===== config.mk =====
export PLATFORM = sky130hd
export DESIGN_NAME = divider_result_buffer
export DESIGN_NICKNAME = d
export VERILOG_FILES = /design/src/rtl/divider_result_buffer.sv
export SDC_FILE = /design/constraint.sdc
export NUM_CORES = 1
export LEC_CHECK = 0
export BUFFER_PORTS_ARGS = -buffer_cell sky130_fd_sc_hd__clkbuf_2
export CAP_MARGIN = 25
export CORE_UTILIZATION = 30
export DETAILED_ROUTE_END_ITERATION = 10
export GPL_ROUTABILITY_DRIVEN = 1
export SYNTH_ARGS = -nofsm -noshare
export SYNTH_HDL_FRONTEND = slang
export SYNTH_SLANG_ARGS = --single-unit

===== constraint.sdc =====
create_clock -name i_sclk -period 7 [get_ports i_sclk]
set_input_delay 0.35 -clock i_sclk [delete_from_list [all_inputs] [get_ports i_sclk]]
set_output_delay 0.35 -clock i_sclk [all_outputs]
set_load 0.05 [all_outputs]

===== src/rtl/divider_result_buffer.sv =====
// Result FIFO behind the divider: first-word-fall-through ready/valid output plus
// credit tracking of operations in flight so no divider result is ever dropped.
module divider_result_buffer #(
  parameter int DATA_BITDEPTH = 16,
  parameter int ADDR_BITDEPTH = 4
) (
  input  logic                     i_rstn,
  input  logic                     i_sclk,
  input  logic                     i_clear,
  input  logic                     i_issue,
  output logic                     o_issue_ok,
  input  logic                     i_div_valid,
  input  logic [DATA_BITDEPTH-1:0] i_quotient,
  input  logic [DATA_BITDEPTH-1:0] i_remainder,
  output logic                     o_valid,
  input  logic                     i_ready,
  output logic [DATA_BITDEPTH-1:0] o_quotient,
  output logic [DATA_BITDEPTH-1:0] o_remainder,
  output logic [ADDR_BITDEPTH:0]   o_count,
  output logic [1:0]               o_error
);

  localparam int DEPTH = 2 ** ADDR_BITDEPTH;
  localparam logic [ADDR_BITDEPTH:0] FULL_CNT = DEPTH[ADDR_BITDEPTH:0];

  typedef struct packed {
    logic [DATA_BITDEPTH-1:0] quo;
    logic [DATA_BITDEPTH-1:0] rem;
  } entry_t;

  entry_t                   mem [DEPTH];
  entry_t                   head;
  logic [ADDR_BITDEPTH-1:0] wr_ptr, rd_ptr;
  logic [ADDR_BITDEPTH:0]   occ, inflight;
  logic [ADDR_BITDEPTH+1:0] credit_sum;
  logic [1:0]               err;
  logic                     full, push, pop, ovf, unexp, infl_inc, infl_dec;

  assign full     = (occ == FULL_CNT);
  assign pop      = o_valid && i_ready && !i_clear;
  // A pop in the same cycle frees the slot, so a full FIFO still accepts the push.
  assign push     = i_div_valid && !i_clear && (!full || pop);
  assign ovf      = i_div_valid && full && !pop;
  assign unexp    = i_div_valid && (inflight == '0) && !i_issue;
  assign infl_dec = i_div_valid && (inflight != '0);
  // Saturate rather than wrap if issue keeps ignoring credit; overflow is flagged anyway.
  assign infl_inc = i_issue && (inflight != '1);

  always_ff @(posedge i_sclk or negedge i_rstn) begin
    if (!i_rstn) begin
      wr_ptr   <= '0;
      rd_ptr   <= '0;
      occ      <= '0;
      inflight <= '0;
      err      <= '0;
    end else if (i_clear) begin
      wr_ptr   <= '0;
      rd_ptr   <= '0;
      occ      <= '0;
      inflight <= '0;
      err      <= '0;
    end else begin
      if (push) wr_ptr <= wr_ptr + ADDR_BITDEPTH'(1);
      if (pop)  rd_ptr <= rd_ptr + ADDR_BITDEPTH'(1);
      case ({push, pop})
        2'b10:   occ <= occ + (ADDR_BITDEPTH+1)'(1);
        2'b01:   occ <= occ - (ADDR_BITDEPTH+1)'(1);
        default: occ <= occ;
      endcase
      if (i_issue && !infl_dec) begin
        if (infl_inc) inflight <= inflight + (ADDR_BITDEPTH+1)'(1);
      end else if (!i_issue && infl_dec) begin
        inflight <= inflight - (ADDR_BITDEPTH+1)'(1);
      end
      err <= err | {unexp, ovf};
    end
  end

  always_ff @(posedge i_sclk) begin
    if (push) mem[wr_ptr] <= '{quo: i_quotient, rem: i_remainder};
  end

  assign head        = mem[rd_ptr];
  assign o_valid     = (occ != '0);
  assign o_quotient  = o_valid ? head.quo : '0;
  assign o_remainder = o_valid ? head.rem : '0;
  assign o_count     = occ;
  assign o_error     = err;
  assign credit_sum  = {1'b0, occ} + {1'b0, inflight};
  assign o_issue_ok  = (credit_sum < {1'b0, FULL_CNT});

endmodule


# Yosys cells after proc, flatten, opt, wreduce, memory -nomap -nowiden
# Memory sizes are Yosys's and may differ from the RTL's.
# Cells that the tools add are included.
dict set report word_totals {
  ram_bits 512
  in_bits 38
  word_cells 61
  mem_count 1
  out_inout_bits 41
  regBits 20
}
dict set report classes {
  n_lt_le_gt_ge 1
  muxes 15
  add_sub_neg 7
  n_eq_ne 5
  reduce_logical 26
  bitwise 1
}
# memory depth word_bits rd rd_clocked_by_memory_dff write_ports line
set memory_table {}
lappend memory_table {mem 16 32 1 0 1 31} ;# entry_t mem [DEPTH];
# op count
set ops {}
lappend ops {{2-to-1 mux 16 bit} 2}
lappend ops {{2-to-1 mux 5 bit} 5}
lappend ops {{2-to-1 mux 4 bit} 4}
lappend ops {{logical AND 1 bit} 12}
lappend ops {{adder 5 x 1 -> 5 bit, second input constant} 2}
lappend ops {{one-hot mux 5 bit (2 select lines)} 1}
lappend ops {{nonzero test 5 bit} 2}
lappend ops {{subtractor 5 x 1 -> 5 bit, second input constant} 2}
lappend ops {{adder 4 x 1 -> 4 bit, second input constant} 2}
lappend ops {{adder 5 x 5 -> 6 bit} 1}
lappend ops {{less-than comparator 6 x 5 -> 1 bit, second input constant} 1}
lappend ops {{nonzero test 3 bit} 2}
lappend ops {{equality test 5 bit, second input constant} 1}
lappend ops {{logical NOT 1 bit} 5}
lappend ops {{logical NOT 5 bit} 1}
lappend ops {{!= test 5 bit, second input constant} 1}
lappend ops {{nonzero test 2 bit} 2}
lappend ops {{!= test 3 bit, second input constant} 1}
lappend ops {{equality test 2 x 1 -> 1 bit, second input constant} 1}
lappend ops {{equality test 2 bit, second input constant} 1}
lappend ops {{2-to-1 mux 1 bit} 2}
lappend ops {{2-to-1 mux 2 bit} 1}
lappend ops {{OR 2 bit} 1}
lappend ops {{AND reduction 2 bit} 1}
lappend ops {{logical OR 1 bit} 1}

# Longest topological paths before layout
dict set report logic_depth {
  word_depth 8
  depth_mapped 10
  mapped_depth_nobuf 9
}

# Least setup slack after synthesis
# No wires, ideal clock.
dict set report synth_path {
  path_kind {register to output}
  from {reg occ[1] (netlist: o_count[1])}
  to {out o_issue_ok}
  path_stages_with_launch 5
  n_path_buf 0
  slack_ps 2754
  arrival_ps 3896
  t_required_ps 6650
  path_cell_list {dfrtp_1 ha_1 a31o_2 a21o_1 a2111oi_0}
}
dict set report synth_via {
  elab_chain_cells 2
}
# item line
set synth_rtl {}
lappend synth_rtl {{from (decl)} 34} ;# logic [ADDR_BITDEPTH:0] occ, inflight;
lappend synth_rtl {{from (signal assigned)} 66} ;# 2'b10: occ <= occ + (ADDR_BITDEPTH+1)'(1);
lappend synth_rtl {{from (signal assigned)} 67} ;# 2'b01: occ <= occ - (ADDR_BITDEPTH+1)'(1);
lappend synth_rtl {{adder 5 x 5 -> 6 bit} 89} ;# assign credit_sum = {1'b0, occ} + {1'b0, inflight};
lappend synth_rtl {{less-than comparator 6 x 5 -> 1 bit} 90} ;# assign o_issue_ok = (credit_sum < {1'b0, FULL_CNT});
lappend synth_rtl {{to (decl)} 11} ;# output logic o_issue_ok,
# Every way passes these cells.

# Worst setup path in the final report
dict set report layout_path {
  from {reg rd_ptr[1]}
  to {out o_remainder[2]}
}
dict set report layout_via {
  elab_chain_cells 2
}
# item line
set layout_rtl {}
lappend layout_rtl {{from (decl)} 33} ;# logic [ADDR_BITDEPTH-1:0] wr_ptr, rd_ptr;
lappend layout_rtl {{from (signal assigned)} 64} ;# if (pop) rd_ptr <= rd_ptr + ADDR_BITDEPTH'(1);
lappend layout_rtl {{memory (16 x 32 bit)} n/a}
lappend layout_rtl {{2-to-1 mux 16 bit} 86} ;# assign o_remainder = o_valid ? head.rem : '0;
lappend layout_rtl {{to (decl)} 18} ;# output logic [DATA_BITDEPTH-1:0] o_remainder,
# Every way passes these cells.

==> out/results.txt <==
initial antenna violation count -> 3
top achievable clock speed -> 255 MHz
VDD IR max -> 0.225 mV
final instance area -> 24100 sq um
post-synth design cell area -> 20900 sq um
layout cell share with drive strength beyond 1 -> 30.3%
Max-Slew Margin vs Limit -> 45.0%
CTS Buf Count -> 52
met2 WL -> 22500 microns
final setup violation count -> 0
total die area -> 70700 sq um
DR WL/cell -> 21.9 microns
Post-DRT Antenna Nets -> 0
cell count after synthesis -> 956
top post-synthesis cells by count -> 512 x edfxtp_1, 128 x mux4_2, 69 x mux2i_1
WP data required -> 6.65 ns
RePlAce Congestion -> 0.737
metal1 wirelength -> 19300 microns
r2r worst-path depth -> 9
Synth Net Count -> 1011
reg2reg end -> o_count[4]$_DFFE_PN0P_
Post-synth EDFFs -> 512
asr flop ratio synth -> 3.76%
Pins Over Slew Limit -> 0
r2r startpoint -> o_count[0]$_DFFE_PN0P_
DR DRC count -> 0
total of max-cap violations -> 0
Synth cell types -> 47
CP Class -> reg2out
GRT overflow -> 0
Tcrit/Tclk final -> 56.1%
TritonCTS clock tree -> yes
final wirelength -> 44500 microns
Worst Skew -> 0.0190 ns
Max clock buf depth -> 3
Min-Delay Endpoint -> rd_ptr[1]$_DFFE_PN0P_
minimum clock period -> 3.93 ns
HPWL after DPL -> 22400 microns
Hold Crit Class -> in2reg
Synth Register Bits -> 532
PortBufs -> 78
vias in the first global route -> 10200
PD cells -> 348 nW/um^2
Worst Tran Pin Value -> 0.826 ns
highest metal used -> met5
startpoint types -> flip-flop
GRT Total Usage -> 12.8%
CTS root buffer -> clkbuf_16
largest net degree at the start of global routing -> 71
RSZ-0062 raised after global routing -> false
crit-path max FO -> 52
Tot Pwr -> 8.40 mW
top-count cell post-synth -> edfxtp_1
routed vias/inst -> 4.76
crit end category -> output port
core box area -> 68700 sq um
YS warnings -> 0
Initial DRC Count -> 760
count of final hold-check violations -> 0
Initial Util -> 30.4%
leading area contributor after synthesis -> edfxtp_1
die span in y -> 266 microns
vias -> 9679
diode count -> 0
Hold WS -> 0.109 ns
Syn Area/Cell -> 21.8 sq um
Post-DP Area -> 22500 sq um
status -> complete, no violations
most area-consuming cells after synthesis -> edfxtp_1 74%, mux4_2 14%, mux2i_1 3.3%, dfrtp_1 2.4%, o22ai_1 0.96%
Hold Crit Start -> i_ready
worst path arrival time -> 3.58 ns
sequential share of the synthesized area -> 76.0%
top_reg_cell synth -> edfxtp_1
synthesis-to-layout area growth -> 15.5%
r2r setup slk -> 3.65 ns
Yosys top cell area share -> 73.6%
# rows -> 96
nets -> 1118
clk sinks -> 532
I/O pin cnt -> 79
Leak Pwr -> 7.41 nW
H-tree Lvls -> 2
die width -> 266 microns
first-pass GRT wire length -> 67000 microns
CTS clk-pin slew, worst paths -> 0.06 ns
setup bufs post-CTS -> 0
met3 WL -> 1940 microns
Worst Hold Depth -> 3
TNS Setup -> 0 ns
clk_lat worst skew -> 0.60 ns
drt first pass iters -> 5
==> worst max-delay path by stage <==
| stage | from | to | depth (start not counted) |
|---|---|---|---|
| floorplan | o_count[1]$_DFFE_PN0P_ | o_issue_ok | 4 |
| global placement | rd_ptr[1]$_DFFE_PN0P_ | o_remainder[2] | 5 |
| detailed placement | rd_ptr[1]$_DFFE_PN0P_ | o_remainder[2] | 5 |
| CTS | rd_ptr[1]$_DFFE_PN0P_ | o_remainder[2] | 5 |
| global route | rd_ptr[1]$_DFFE_PN0P_ | o_remainder[2] | 5 |
| finish | rd_ptr[1]$_DFFE_PN0P_ | o_remainder[2] | 5 |
==> final cells by class <==
| type | count | area (sq um) |
|---|---|---|
| Inverter | 8 | 30.0 |
| Fill cell | 6394 | 44600 |
| Timing Repair Buffer | 102 | 586 |
| Tap cell | 931 | 1160 |
| Sequential cell | 532 | 15900 |
| Multi-Input combinational cell | 367 | 4880 |
| Clock buffer | 66 | 1380 |
| Clock inverter | 26 | 198 |
==> routing by layer <==
metal,track usage (%),up-vias
met4,3.15,6
met5,0,-
met3,2.54,66
met2,22.1,186
li1,-,4215
met1,16.6,5206
==> logic make-up after synthesis <==
group / after synthesis / share of synthesized area (%)
buffers and inverters: 57 / 1.16
and+or+nand+nor: 73 / 1.68
xor gates and xnor gates: 7 / 0.294
adders and majority gates: 17 / 1.09
DFF: 532 / 76.0
AOI/OAI and AO/OA: 65 / 2.15
muxes: 205 / 17.6
==> cells in the final DEF (no fill, tap or decap), types with 13 or more instances in the layout <==
cell type | netlist | layout
clkbuf_16 | 0 | 53
ha_1 | 15 | 15
edfxtp_1 | 512 | 512
mux4_2 | 128 | 128
o22ai_1 | 32 | 32
nor2_1 | 27 | 15
mux2i_1 | 69 | 69
clkbuf_2 | 0 | 78
dfrtp_1 | 20 | 17
clkbuf_1 | 18 | 13
nand2_1 | 14 | 13
clkinv_2 | 0 | 13
buf_4 | 0 | 22
==> sequential cells by signal, indices dropped and copies added (netlist names) <==
register  flops
o_count       5
inflight      5
rd_ptr        4
wr_ptr        4
mem         512
o_error       2
==> worst max-delay path, cell delays in order (launching register included) <==
cell,delay (ns)
dfrtp_4,0.96
buf_4,0.77
mux4_2,0.35
mux2i_1,0.08
o22ai_1,0.42
clkbuf_2,0.37
==> report_power, final <==
part           switching [mW]  internal, mW
registers               0.134          3.55
logic                    1.28         0.805
clock network            1.16          1.46
total                    2.58          5.82
==> stage by stage <==
stage | instances | util [%] | worst slack [ns]
after floorplan | 956 | - | 2.75
after global placement | 1939 | 32.8 | 3.68
after detailed placement | 1939 | 32.8 | 3.68
after CTS | 2032 | 35.1 | 3.02
after global routing | 2032 | 35.1 | 2.93
final | 2032 | 35.1 | 3.07
==> timing repair <==
item,CTS,global route
resized for setup,0,0
endpoints found under the hold margin,20,0
hold buffers,1,0
Note: power is estimated with default switching activity, not from simulation.
